$ cat src/rtl/overlap_add.sv
`default_nettype none
// ============================================================================
// Module   : overlap_add
// Brief    : 50%-overlap add of synthesis-windowed frames, 1-cycle latency,
//            saturating (32,24) output, one hop of samples per frame.
// Revision : 1.0 - initial release
// ============================================================================
module overlap_add #(
  parameter int FRAME_LEN = 64,
  parameter int HOP       = 32
) (
  input  logic        clk,
  input  logic        reset,
  input  logic        in_valid,
  input  logic [31:0] in_data,
  output logic        out_valid,
  output logic [31:0] out_data,
  output logic        out_last,
  output logic        out_sat
);

  localparam int c_CNT_W = $clog2(FRAME_LEN);
  localparam int c_IDX_W = $clog2(HOP);
  localparam logic [c_CNT_W-1:0] c_CNT_MAX  = c_CNT_W'(FRAME_LEN - 1);
  localparam logic [c_CNT_W-1:0] c_HOP_CNT  = c_CNT_W'(HOP);
  localparam logic [c_CNT_W-1:0] c_LAST_CNT = c_CNT_W'(HOP - 1);

  logic [c_CNT_W-1:0] r_cnt;
  logic [31:0]        r_tail [HOP];

  logic               w_first_half;
  logic [c_IDX_W-1:0] w_idx;
  logic [31:0]        w_tail;
  logic [32:0]        w_sum;
  logic [31:0]        w_sat_data;
  logic               w_sat;
  logic               w_emit;
  logic               w_wr;

  // Low index bits address the tail in both halves: cnt and cnt-HOP share them.
  assign w_first_half = (r_cnt < c_HOP_CNT);
  assign w_idx        = r_cnt[c_IDX_W-1:0];
  assign w_tail       = r_tail[w_idx];
  assign w_sum        = {in_data[31], in_data} + {w_tail[31], w_tail};
  assign w_emit       = in_valid & w_first_half;
  assign w_wr         = in_valid & ~w_first_half;

  always_comb begin
    w_sat_data = w_sum[31:0];
    w_sat      = 1'b0;
    case (w_sum[32:31])
      2'b01: begin
        w_sat_data = 32'h7FFF_FFFF;
        w_sat      = 1'b1;
      end
      2'b10: begin
        w_sat_data = 32'h8000_0000;
        w_sat      = 1'b1;
      end
      default: ;
    endcase
  end

  always_ff @(posedge clk or negedge reset) begin
    if (!reset) begin
      r_cnt <= '0;
    end else if (in_valid) begin
      r_cnt <= (r_cnt == c_CNT_MAX) ? '0 : r_cnt + 1'b1;
    end
  end

  // Reads happen only in the first half, writes only in the second, so a
  // tail entry is never read and written in the same cycle.
  always_ff @(posedge clk or negedge reset) begin
    if (!reset) begin
      for (int i = 0; i < HOP; i++) r_tail[i] <= '0;
    end else if (w_wr) begin
      r_tail[w_idx] <= in_data;
    end
  end

  always_ff @(posedge clk or negedge reset) begin
    if (!reset) begin
      out_valid <= 1'b0;
      out_data  <= '0;
      out_last  <= 1'b0;
      out_sat   <= 1'b0;
    end else begin
      out_valid <= w_emit;
      out_last  <= w_emit & (r_cnt == c_LAST_CNT);
      out_sat   <= w_emit & w_sat;
      if (w_emit) out_data <= w_sat_data;
    end
  end

endmodule
`default_nettype wire

$ cat config.mk
export PLATFORM = sky130hd
export DESIGN_NAME = overlap_add
export DESIGN_NICKNAME = d
export VERILOG_FILES = /design/src/rtl/overlap_add.sv
export SDC_FILE = /design/constraint.sdc
export NUM_CORES = 2
export LEC_CHECK = 0
export CAP_MARGIN = 20
export CORE_AREA = 2 2 333 335
export CTS_BUF_LIST = sky130_fd_sc_hd__clkbuf_8
export DETAILED_ROUTE_END_ITERATION = 8
export DIE_AREA = 0 0 335 337
export SYNTH_ARGS = -nofsm -noshare
export SYNTH_HDL_FRONTEND = slang
export SYNTH_SLANG_ARGS = --single-unit
$ cat constraint.sdc
create_clock -name clk -period 13.8 [get_ports clk]
set_clock_uncertainty 0.2 [all_clocks]
set_input_delay 1.38 -clock clk [delete_from_list [all_inputs] [get_ports clk]]
set_output_delay 1.38 -clock clk [all_outputs]
set_load 0.005 [all_outputs]
==> results.json <==
{
  "synth_edf_count": 0,
  "synth_top_area_cell": "dfrtp_1",
  "drc": 0,
  "syn_inst": 3217,
  "coreArea_um2": 110000,
  "synth_cell_types": 62,
  "finalCriticalPeriod_ns": 8.63,
  "power_density_nw_per_um2": 153,
  "fin_nets": 3335,
  "min_path_type": "flip-flop to flip-flop",
  "cts_tree": "yes",
  "synth_area_per_cell_um2": 15.2,
  "peakVddDrop_v": 0.000121,
  "rsz0062_at_grt": "false",
  "grt_max_degree": 195,
  "ys_top_cells_by_area": "dfrtp_1 (54%), mux2_2 (24%), mux4_2 (12%), clkbuf_1 (1.9%), a22oi_1 (1.9%)",
  "reg2regPathDepth": 19,
  "crit_family": "simple AND/OR/NAND/NOR gates",
  "cts_buffers": 179,
  "clock_sinks": 1065,
  "crit_slowest_cell": "dfrtp_4",
  "antenna_found_initial": 4,
  "drt-pass1-iter-count": 5,
  "leakagePower_nw": 26.2,
  "die_w_um": 335,
  "max_freq_ghz": 0.116,
  "path_class": "flip-flop to flip-flop",
  "worst_slew_pin_slew_ns": 1.11,
  "setup_viol": 0,
  "grt_pass1_wl_um": 215000,
  "hold_viol": 0,
  "outcome": "finished, final reports clean",
  "crit_required_ns": 14.35,
  "layout_commonest_cell": "dfrtp_1",
  "mostFrequentLayoutCells": "dfrtp_1 (1063), mux2_2 (1024), mux4_2 (256), clkbuf_8 (225), a22oi_1 (124)",
  "clk_path_buf_depth": 3,
  "finalMaxSlewViolations": 0,
  "die_y_um": 337,
  "cts_resized": 0,
  "cts_max_level": 4,
  "initial_utilization_pct": 44.6,
  "worstHoldPathCells": 1,
  "drt_iter0_markers": 2560,
  "ys.flop_type": "dfrtp_1",
  "io_pins": 70,
  "arrival_ns": 9.18,
  "syn_nets": 3291,
  "vias": 29600,
  "drive_gt1_share_pct": 49.7,
  "crit_path_start_kind": "flip-flop",
  "clkTransAtPathRegs_ns": 0.07,
  "cts_setup_buffers": 0,
  "slew_headroom_pct": 25.8,
  "path_cells": "buf_4, buf_4, mux4_2, a22oi_1, nand4_1, ha_1, and4_1, and3_2, nand4_2, o2111ai_2, o211ai_2, o21ba_1, nor4_4, o32ai_1, ha_1, nor2b_1, and2_1, a21oi_1, o21ai_1",
  "yosys_warnings": 0,
  "tns_ns": 0,
  "portBuffers": 69,
  "synthArstFlopShare_pct": 100,
  "clkLatencyLatePin_ns": 0.86,
  "area_growth_syn_to_layout_pct": 12.4,
  "total_power_mw": 8.40,
  "die_area_um2": 113000,
  "period_share_pct": 62.6,
  "via_per_inst": 6.15,
  "slowest_delay_ns": 1.03,
  "ys_seq_area_share_pct": 54.5,
  "crit_fanout": 60,
  "cp_num_cells": 19,
  "ant_nets": 0,
  "drv_cap": 0,
  "hpwl_um": 82600,
  "grt_usage_pct": 26.2,
  "synth_area_um2": 48900,
  "worstSetupEndpointType": "flip-flop",
  "ys_ff_latch": 1065,
  "crit_buf_inv": 2,
  "routedWlPerCell_um": 30.1,
  "postCtsHoldBufs": 0,
  "num_rows": 122,
  "yosysTopAreaCellShare_pct": 54.5,
  "clockRootBuffer": "clkbuf_8",
  "routed_wl_um": 145000,
  "gp_congestion": 0.831,
  "grt_overflow_total": 0,
  "grt_pass1_vias": 31800
}
[Yosys cell counts (5+ instances only)]
cell      count
a21oi_1      50
clkbuf_1    251
nand2b_1      6
a211oi_1      5
o211ai_1      5
nand2_1      43
nand3b_1      5
nand4_1      36
buf_2        46
nand3_1      18
nor2_1       67
xor2_1       10
a21o_1       18
dfrtp_1    1065
mux4_2      256
xnor2_1      17
o21ai_0      27
inv_1        13
mux2_2     1024
a211o_1       5
a22oi_1     124
a31oi_1       7
ha_1         38
o21ai_1      11
[where the power goes]
| part | switching, mW | leakage (nW) | total [mW] | internal (mW) |
|---|---|---|---|---|
| Clock | 1.29 | 2.05 | 2.81 | 1.52 |
| Sequential | 0.331 | 14.8 | 3.83 | 3.50 |
| Combinational | 0.967 | 9.36 | 1.75 | 0.788 |
| Total | 2.59 | 26.2 | 8.40 | 5.81 |
[through the flow]
stage          utilization [%]  std cells  setup slack (ns)  hold slack [ns]  instance area (um2)
3_5_place_dp              46.7       4498              5.35            0.290                51200
4_1_cts                   50.0       4807              5.26            0.303                54800
6_report                  50.2       4817              5.17            0.299                55000
5_1_grt                   50.2       4816              4.70            0.308                55000
2_1_floorplan                -       3217              8.53            0.273                48900
3_3_place_gp              46.7       4498              5.40            0.284                51200
[layout make-up]
class / instances / area (um2)
Antenna cell: 2 / 5.00
Clock buffer: 225 / 3100
Clock inverter: 84 / 467
Fill cell: 9105 / 54600
Inverter: 14 / 52.6
Multi-Input combinational cell: 1836 / 21300
Sequential cell: 1065 / 26700
Tap cell: 1426 / 1780
Timing Repair Buffer: 165 / 1640
[final timing paths]
path                        startpoint           end  slack [ns]
setup / recovery              r_cnt[1]  out_data[25]        5.17
hold / removal             r_tail[187]   r_tail[187]        0.30
setup reg to reg              r_cnt[1]  out_data[25]        5.17
hold reg to reg            r_tail[187]   r_tail[187]        0.30
max in group asynchronous        reset   r_tail[658]        9.86
min in group asynchronous        reset   r_tail[221]        0.37
[kinds of logic (layout without fill, tap and decap cells)]
group / after synthesis / after routing / share of synthesized area [%]
adder cells (fa/ha/maj): 39 / 39 / 1.01
buffers and inverters: 316 / 488 / 2.55
XOR/XNOR: 27 / 27 / 0.483
other: 0 / 2 / 0
flip-flops: 1065 / 1065 / 54.5
AND/OR/NAND/NOR: 201 / 201 / 2.03
multiplexers: 1284 / 1284 / 35.4
AO/OA/AOI/OAI: 285 / 285 / 4.03
[per-layer routing]
metal,wire length (um),track usage (%),up-vias,share of wire (%)
li1,-,-,12100,-
met1,63700,36.2,16300,44
met2,67100,40.9,966,46
met3,9160,5.63,278,6.3
met4,5110,9.83,2,3.5
met5,13,0,-,0.0090
[sequential cells by signal, indices dropped and copies added (netlist names)]
register   cells
out_valid      1
r_cnt          6
out_sat        1
out_last       1
r_tail      1024
out_data      32
[worst register-to-register path, delay by kind of cell (launching register included)]
kind	cells	cell delay (ns)
adder cells (fa/ha/maj)	2	1.13
multiplexers	1	0.51
flip-flops	1	1.03
AND/OR/NAND/NOR	7	2.50
buffers and inverters	2	1.83
AO/OA/AOI/OAI	7	1.33
No activity file was read; power rests on OpenSTA's default activity.
